`src/rtl/control_word_registers_8259.sv`:
```
// rtl/control_word_registers_8259.sv - 8259A control-word sequencer and configuration register file
//
// Purpose:
//   Detects rising edges of the write strobes from the read/write decode stage,
//   walks the ICW1 -> ICW2 -> (ICW3) -> (ICW4) initialisation sequence, holds all
//   programmed configuration (ICW fields, IMR, OCW3 selects) and emits single-cycle
//   OCW2/OCW3 command pulses to the priority and in-service logic.
//
// Ports:
//   clock, reset_n                     clock (rising edge), asynchronous active-low reset
//   write_initial_command_word_1       ICW1 strobe
//   write_initial_command_word_2_4     A0=1 strobe, ICW2-4 role
//   write_operation_control_word_1     A0=1 strobe, OCW1 role
//   write_operation_control_word_2/3   OCW2 / OCW3 strobes
//   internal_data_bus[7:0]             latched write data
//   initialization_complete            sequence finished
//   level_or_edge_triggered_config,
//   single_mode                        ICW1 LTIM / SNGL
//   interrupt_vector_address[4:0]      ICW2 D7:D3
//   cascade_device_config[7:0]         ICW3 byte
//   buffered_mode, buffered_master,
//   special_fully_nested, auto_eoi,
//   microprocessor_mode                ICW4 fields
//   interrupt_mask[7:0]                IMR
//   special_mask_mode, read_register_isr   OCW3 state
//   rotate_on_auto_eoi                 OCW2 rotate-in-AEOI flag
//   end_of_interrupt, set_priority,
//   poll_command                       one-cycle command pulses
//   specific_command, rotate_command   qualifiers valid with the pulses
//   command_level[2:0]                 OCW2 L2:L0

module control_word_registers_8259 (
  input  logic       clock,
  input  logic       reset_n,
  input  logic       write_initial_command_word_1,
  input  logic       write_initial_command_word_2_4,
  input  logic       write_operation_control_word_1,
  input  logic       write_operation_control_word_2,
  input  logic       write_operation_control_word_3,
  input  logic [7:0] internal_data_bus,
  output logic       initialization_complete,
  output logic       level_or_edge_triggered_config,
  output logic       single_mode,
  output logic [4:0] interrupt_vector_address,
  output logic [7:0] cascade_device_config,
  output logic       buffered_mode,
  output logic       buffered_master,
  output logic       special_fully_nested,
  output logic       auto_eoi,
  output logic       microprocessor_mode,
  output logic [7:0] interrupt_mask,
  output logic       special_mask_mode,
  output logic       read_register_isr,
  output logic       rotate_on_auto_eoi,
  output logic       end_of_interrupt,
  output logic       specific_command,
  output logic       rotate_command,
  output logic       set_priority,
  output logic [2:0] command_level,
  output logic       poll_command
);

  typedef enum logic [2:0] {
    WAIT_ICW1 = 3'd0,
    WAIT_ICW2 = 3'd1,
    WAIT_ICW3 = 3'd2,
    WAIT_ICW4 = 3'd3,
    READY     = 3'd4
  } state_t;

  state_t state_q, state_d;

  // Previous strobe levels; reset to 1 so a strobe already high when reset
  // releases is not mistaken for a fresh write.
  logic prev_icw1_q, prev_icw1_d;
  logic prev_icw24_q, prev_icw24_d;
  logic prev_ocw1_q, prev_ocw1_d;
  logic prev_ocw2_q, prev_ocw2_d;
  logic prev_ocw3_q, prev_ocw3_d;

  logic       ltim_q, ltim_d;
  logic       sngl_q, sngl_d;
  logic       ic4_q, ic4_d;
  logic [4:0] vector_q, vector_d;
  logic [7:0] cascade_q, cascade_d;
  logic       sfnm_q, sfnm_d;
  logic       buf_q, buf_d;
  logic       ms_q, ms_d;
  logic       aeoi_q, aeoi_d;
  logic       upm_q, upm_d;
  logic [7:0] imr_q, imr_d;
  logic       smm_q, smm_d;
  logic       ris_q, ris_d;
  logic       raeoi_q, raeoi_d;
  logic       eoi_q, eoi_d;
  logic       specific_q, specific_d;
  logic       rotate_q, rotate_d;
  logic       setpri_q, setpri_d;
  logic [2:0] level_q, level_d;
  logic       poll_q, poll_d;

  logic icw1_ev;
  logic a0_ev;
  logic ocw2_ev;
  logic ocw3_ev;

  always_comb begin
    icw1_ev = write_initial_command_word_1 & ~prev_icw1_q;
    // Both A0=1 strobes mean the same physical write; OR-ing them makes a
    // simultaneous rise count as a single event.
    a0_ev   = (write_initial_command_word_2_4 & ~prev_icw24_q) |
              (write_operation_control_word_1 & ~prev_ocw1_q);
    ocw2_ev = write_operation_control_word_2 & ~prev_ocw2_q;
    ocw3_ev = write_operation_control_word_3 & ~prev_ocw3_q;
  end

  always_comb begin
    state_d      = state_q;
    prev_icw1_d  = write_initial_command_word_1;
    prev_icw24_d = write_initial_command_word_2_4;
    prev_ocw1_d  = write_operation_control_word_1;
    prev_ocw2_d  = write_operation_control_word_2;
    prev_ocw3_d  = write_operation_control_word_3;
    ltim_d       = ltim_q;
    sngl_d       = sngl_q;
    ic4_d        = ic4_q;
    vector_d     = vector_q;
    cascade_d    = cascade_q;
    sfnm_d       = sfnm_q;
    buf_d        = buf_q;
    ms_d         = ms_q;
    aeoi_d       = aeoi_q;
    upm_d        = upm_q;
    imr_d        = imr_q;
    smm_d        = smm_q;
    ris_d        = ris_q;
    raeoi_d      = raeoi_q;
    level_d      = level_q;
    // Pulses and their qualifiers only live for the cycle after an event.
    eoi_d        = 1'b0;
    specific_d   = 1'b0;
    rotate_d     = 1'b0;
    setpri_d     = 1'b0;
    poll_d       = 1'b0;

    if (icw1_ev) begin
      // ICW1 restarts initialisation from any state.
      ltim_d  = internal_data_bus[3];
      sngl_d  = internal_data_bus[1];
      ic4_d   = internal_data_bus[0];
      imr_d   = 8'h00;
      smm_d   = 1'b0;
      ris_d   = 1'b0;
      raeoi_d = 1'b0;
      sfnm_d  = 1'b0;
      buf_d   = 1'b0;
      ms_d    = 1'b0;
      aeoi_d  = 1'b0;
      upm_d   = 1'b0;
      state_d = WAIT_ICW2;
    end else begin
      if (a0_ev) begin
        case (state_q)
          WAIT_ICW2: begin
            vector_d = internal_data_bus[7:3];
            if (!sngl_q)    state_d = WAIT_ICW3;
            else if (ic4_q) state_d = WAIT_ICW4;
            else            state_d = READY;
          end
          WAIT_ICW3: begin
            cascade_d = internal_data_bus;
            state_d   = ic4_q ? WAIT_ICW4 : READY;
          end
          WAIT_ICW4: begin
            sfnm_d  = internal_data_bus[4];
            buf_d   = internal_data_bus[3];
            ms_d    = internal_data_bus[2];
            aeoi_d  = internal_data_bus[1];
            upm_d   = internal_data_bus[0];
            state_d = READY;
          end
          READY:   imr_d = internal_data_bus;
          default: ;
        endcase
      end

      if (ocw2_ev && state_q == READY) begin
        level_d = internal_data_bus[2:0];
        case (internal_data_bus[7:5])
          3'b001: eoi_d = 1'b1;
          3'b011: begin eoi_d = 1'b1; specific_d = 1'b1; end
          3'b101: begin eoi_d = 1'b1; rotate_d = 1'b1; end
          3'b111: begin eoi_d = 1'b1; rotate_d = 1'b1; specific_d = 1'b1; end
          3'b100: raeoi_d = 1'b1;
          3'b000: raeoi_d = 1'b0;
          3'b110: begin setpri_d = 1'b1; specific_d = 1'b1; end
          default: ;
        endcase
      end

      if (ocw3_ev && state_q == READY) begin
        if (internal_data_bus[6]) smm_d = internal_data_bus[5];
        if (internal_data_bus[1]) ris_d = internal_data_bus[0];
        poll_d = internal_data_bus[2];
      end
    end
  end

  always_ff @(posedge clock or negedge reset_n) begin
    if (!reset_n) begin
      state_q      <= WAIT_ICW1;
      prev_icw1_q  <= 1'b1;
      prev_icw24_q <= 1'b1;
      prev_ocw1_q  <= 1'b1;
      prev_ocw2_q  <= 1'b1;
      prev_ocw3_q  <= 1'b1;
      ltim_q       <= 1'b0;
      sngl_q       <= 1'b0;
      ic4_q        <= 1'b0;
      vector_q     <= 5'd0;
      cascade_q    <= 8'h00;
      sfnm_q       <= 1'b0;
      buf_q        <= 1'b0;
      ms_q         <= 1'b0;
      aeoi_q       <= 1'b0;
      upm_q        <= 1'b0;
      imr_q        <= 8'h00;
      smm_q        <= 1'b0;
      ris_q        <= 1'b0;
      raeoi_q      <= 1'b0;
      eoi_q        <= 1'b0;
      specific_q   <= 1'b0;
      rotate_q     <= 1'b0;
      setpri_q     <= 1'b0;
      level_q      <= 3'd0;
      poll_q       <= 1'b0;
    end else begin
      state_q      <= state_d;
      prev_icw1_q  <= prev_icw1_d;
      prev_icw24_q <= prev_icw24_d;
      prev_ocw1_q  <= prev_ocw1_d;
      prev_ocw2_q  <= prev_ocw2_d;
      prev_ocw3_q  <= prev_ocw3_d;
      ltim_q       <= ltim_d;
      sngl_q       <= sngl_d;
      ic4_q        <= ic4_d;
      vector_q     <= vector_d;
      cascade_q    <= cascade_d;
      sfnm_q       <= sfnm_d;
      buf_q        <= buf_d;
      ms_q         <= ms_d;
      aeoi_q       <= aeoi_d;
      upm_q        <= upm_d;
      imr_q        <= imr_d;
      smm_q        <= smm_d;
      ris_q        <= ris_d;
      raeoi_q      <= raeoi_d;
      eoi_q        <= eoi_d;
      specific_q   <= specific_d;
      rotate_q     <= rotate_d;
      setpri_q     <= setpri_d;
      level_q      <= level_d;
      poll_q       <= poll_d;
    end
  end

  assign initialization_complete        = (state_q == READY);
  assign level_or_edge_triggered_config = ltim_q;
  assign single_mode                    = sngl_q;
  assign interrupt_vector_address       = vector_q;
  assign cascade_device_config          = cascade_q;
  assign buffered_mode                  = buf_q;
  assign buffered_master                = ms_q;
  assign special_fully_nested           = sfnm_q;
  assign auto_eoi                       = aeoi_q;
  assign microprocessor_mode            = upm_q;
  assign interrupt_mask                 = imr_q;
  assign special_mask_mode              = smm_q;
  assign read_register_isr              = ris_q;
  assign rotate_on_auto_eoi             = raeoi_q;
  assign end_of_interrupt               = eoi_q;
  assign specific_command               = specific_q;
  assign rotate_command                 = rotate_q;
  assign set_priority                   = setpri_q;
  assign command_level                  = level_q;
  assign poll_command                   = poll_q;

endmodule

```
`config.mk`:
```
export PLATFORM = sky130hd
export DESIGN_NAME = control_word_registers_8259
export DESIGN_NICKNAME = d
export VERILOG_FILES = /design/src/rtl/control_word_registers_8259.sv
export SDC_FILE = /design/constraint.sdc
export NUM_CORES = 1
export LEC_CHECK = 0
export ABC_AREA = 1
export CORE_MARGIN = 8
export CORE_UTILIZATION = 43
export DETAILED_ROUTE_END_ITERATION = 16
export PLACE_DENSITY_LB_ADDON = 0.3
export SYNTH_ARGS = -nofsm -noshare
export SYNTH_HDL_FRONTEND = slang
export SYNTH_SLANG_ARGS = --single-unit
```
`constraint.sdc`:
```
create_clock -name clock -period 1.2 [get_ports clock]
set_input_delay 0.18 -clock clock [delete_from_list [all_inputs] [get_ports clock]]
set_output_delay 0.18 -clock clock [all_outputs]
set_load 0.1 [all_outputs]
```
### Word level (Yosys, flattened, before mapping)

Cells that the tools add are included.

| operators by class | value |
|---|---|
| equality and inequality tests | 10 |
| muxes and demuxes | 46 |
| bitwise gates (word level) | 12 |
| reductions and logical operators | 24 |

Operators by type and width:

| operator | number |
|---|---|
| $mux W1 | 37 |
| $mux W8 | 3 |
| $eq A3 B3 Y1 const B | 5 |
| $reduce_and A2 Y1 | 7 |
| $reduce_bool A2 Y1 | 7 |
| $mux W3 | 4 |
| $eq A3 B2 Y1 const B | 3 |
| $pmux W3 S3 | 1 |
| $eq A3 B1 Y1 const B | 2 |
| $not A1 Y1 | 6 |
| $reduce_and A3 Y1 | 2 |
| $and A1 B1 Y1 | 5 |
| $reduce_bool A4 Y1 | 1 |
| $reduce_or A4 Y1 | 1 |
| $logic_not A3 Y1 | 1 |
| $reduce_bool A3 Y1 | 1 |
| $reduce_or A3 Y1 | 1 |
| $logic_and A1 B1 Y1 | 2 |
| $pmux W1 S2 | 1 |
| $reduce_or A2 Y1 | 1 |
| $or A1 B1 Y1 | 1 |

| word-level totals | value |
|---|---|
| register bits after elaboration | 48 |
| output and inout bits | 40 |
| word-level logic and storage cells | 118 |

### Logic depth before layout (Yosys ltp)

| depth | value |
|---|---|
| word-level depth | 5 |
| depth in mapped cells | 8 |
| gate-level depth less buffers | 7 |

### Worst setup path before layout

Ideal clock, no wire load.

| path | value |
|---|---|
| path type | reg2out |
| start point | register state_q[1] |
| end point | output initialization_complete |
| arrival time | 1296 ps |
| required time | 1020 ps |
| path slack | -276 ps |
| stages on the path, launching flop included | 4 |
| buffers on the path | 0 |
| cells stage by stage | dfrtp_1 nor2_4 nand2_4 inv_1 |

| between the ends | value |
|---|---|
| word-level cells in the longest chain between the ends | 1 |

Ends and longest elaborated chain:

| item | RTL line | RTL |
|---|---|---|
| start: declaration | 71 | `state_t state_q, state_d;` |
| start signal: assignment | 238 | `state_q <= state_d;` |
| $eq A3 B3 Y1 | 267 | `assign initialization_complete = (state_q == READY);` |
| end: declaration | 41 | `output logic initialization_complete,` |

Every way passes these cells.

### Worst setup path in the final report

Ends and elaborated chain as after synthesis.

==> metrics.yaml <==
timing:
  post-route-period-util: 1.18
  hold_ws_ns: 0.328
  rsz0062_at_grt: "yes"
  fin_setup_tns_ns: -4.44
  finClkSkew_ns: 0.0133
  setup_viol: 40
  fmax_mhz: 705
  fin_ws_ns: -0.218
  worst_pin_slew_ns: 0.372
  maxSlewViolCount: 0
  period_minus_slack_ns: 1.42
  max_slew_margin: 0.752
  finalHoldViolCount: 0
global_routing:
  grt_max_degree: 36
  antenna_found_initial: 0
  use_met2: 0.356
  grt_pass1_vias: 2310
  met1_usage: 0.219
  grt_use_met3: 0.0439
  overflow: 0
  grt_usage: 0.202
  top_usage_layer: "met2"
  grt_first_pass_wirelength_mm: 11.6
logic_synthesis:
  synth_top_cell_area_share: 0.512
  synth-xor-area-share: 0
  syn-num-nets: 246
  yosys.area_share.simple: 0.302
  ys_seq_area_frac: 0.575
  synth_compound_area_frac: 0.0524
  synth_area_um2: 2100
  synth_area_leaders: "dfrtp_1 51%, nand2_1 15%, dfstp_2 6.3%"
  synth.distinct_cells: 20
  syn_inst: 231
  syn_area_per_cell_um2: 9.09
  synth_top_family_by_area: "simple AND/OR/NAND/NOR gates"
  synth.area.mux_share: 0.0107
  yosys_warnings: 0
  synth_seq_cells: 48
  synth_adder_area_share: 0
  synth.largest_area_cell: "dfrtp_1"
min_path:
  hold_path.class: "input pin to async pin"
critical_path:
  required_ns: 1.02
  path_class: "register to output port"
  critical-path-max-stage-delay_ns: 0.44
  cp.buffers_inverters: 2
  path_max_fanout: 3
  crit_chain: "nor2_4, nand2_4, clkinvlp_4, buf_12"
  critPathCaptureType: "output port"
  worstSetupStartpointType: "register"
  cp_top_family: "flip-flops"
  reg2reg_slack_ns: -0.21
  cp.arrival_ns: 1.24
  slowest_stage: "dfrtp_2"
place:
  dp_slack_ns: -0.304
  gp_congestion: 0.816
  dpl.hpwl_mm: 4.34
  place_area_um2: 3300
  io_buffers: 54
routing:
  drc: 0
  via_per_inst: 5.40
  vias: 2134
  drt_iter0_markers: 128
  postRouteAntennaNets: 0
  drt-total-wl_mm: 7.61
  wire_per_inst_um: 19.3
  drt_pass1_iterations: 5
cells_and_area:
  final_nets: 342
  final_common_cell: "nand2_1"
  most-common-layout-cells: "54 x nand2_1, 45 x buf_12, 35 x dfrtp_1"
  fin_util: 0.844
  nFillCells: 211
  drive_gt1_frac: 0.558
  final_cell_area_um2: 3990
  syn_to_final_growth_pct: 89.8
  antenna_cells: 0
floorplan:
  die_w_um: 85.9
  rows: 25
  die_y_um: 85.9
  coreArea_um2: 4720
  dieArea_um2: 7380
  ios: 55
  start_util: 0.445
flow_run:
  cap_violations: 0
cts:
  cts_tree: "done"
  numCtsBuffers: 5
  insertion_delay_ns: 0.31
  cts_htree_levels: 2
  cts_buffer_depth: 2
  ctsRootBufferMaster: "clkbuf_8"
  cts_sinks: 48
  path_clk_slew_ns: 0.09
status:
  violations: "setup timing"
  outcome: "complete, but fails checks"
power:
  ir_worst_vdd_v: 0.00195
  pwr_density_cell_nw_per_um2: 2810
  p_leak_nw: 1.87
==> cells by family after synthesis <==
| kind of cell | count (synthesis) |
|---|---|
| flip-flops | 48 |
| AND/OR/NAND/NOR | 138 |
| buffers and inverters | 27 |
| multiplexers | 2 |
| AO/OA/AOI/OAI | 16 |
==> layout make-up <==
| type | instances | area [um2] | share of cell area |
|---|---|---|---|
| Clock buffer | 6 | 72.6 | 0.0182 |
| Clock inverter | 2 | 35.0 | 0.00879 |
| Inverter | 20 | 83.8 | 0.0210 |
| Multi-Input combinational cell | 158 | 1130 | 0.284 |
| Sequential cell | 48 | 1220 | 0.305 |
| Tap cell | 67 | 83.8 | 0.0210 |
| Timing Repair Buffer | 94 | 1360 | 0.342 |
==> final timing paths <==
| kind | to | cells past startpoint | from |
|---|---|---|---|
| max in group asynchronous | state_q[1] | 3 | reset_n |
| max reg2reg | rotate_on_auto_eoi | 7 | state_q[1] |
| min reg2reg | command_level[1] | 2 | command_level[1] |
| min | interrupt_mask[2] | 2 | reset_n |
| min in group clock | prev_ocw2_q | 1 | write_operation_control_word_2 |
| max | initialization_complete | 4 | state_q[1] |
==> repair_timing <==
| item | CTS | global route |
|---|---|---|
| endpoints found under the setup margin | 39 | 44 |
| gates cloned | 3 | 0 |
| hold endpoints to repair | 8 | 0 |
| pin swaps | 19 | 17 |
| hold buffers | 1 | 0 |
| gates resized for setup | 63 | 45 |
| buffers inserted | 13 | 2 |
==> per-layer routing <==
metal | vias up | share of wire
met5 | - | 0
met1 | 1072 | 0.36
met3 | 27 | 0.064
met2 | 109 | 0.54
met4 | 0 | 0.037
li1 | 926 | -
==> registers in the layout, indices dropped and copies added, names as in the netlist, 3 cells and up <==
| register | cells |
|---|---|
| cascade_device_config | 8 |
| command_level | 3 |
| interrupt_mask | 8 |
| interrupt_vector_address | 5 |
| state_q | 3 |
==> stage by stage <==
step,cells,power (W)
global placement,369,0.00897
CTS,394,0.0108
floorplan,231,0.00648
finish,395,0.0112
global route,395,0.0116
detailed placement,369,0.00909
==> worst reg2reg max path: stages (launching register included) <==
cell	delay, ns
dfrtp_2	0.44
nor2_4	0.16
nand2_4	0.08
buf_6	0.13
nor2_4	0.23
nand3_2	0.13
nand2_1	0.09
inv_1	0.04
==> synth_stat cells <==
cell and n:
nor3_1 1, nand3_2 1, nand2_2 4, a21oi_1 1
nand2_1 84, o21ai_2 8, nand4_1 8, o21ai_0 7
dfstp_2 5, buf_4 1, nand3_1 21, buf_1 1
inv_1 20, dfrtp_1 43, nor2_4 4, mux2_2 2
nand2_4 3, nor2_1 12, buf_2 4, buf_12 1
==> power breakdown <==
part           internal, W  total [W]  switching, W
Combinational      0.00255    0.00725       0.00470
Sequential         0.00211    0.00277      0.000654
Clock             0.000619    0.00117      0.000555
No activity file was read; power rests on OpenSTA's default activity.
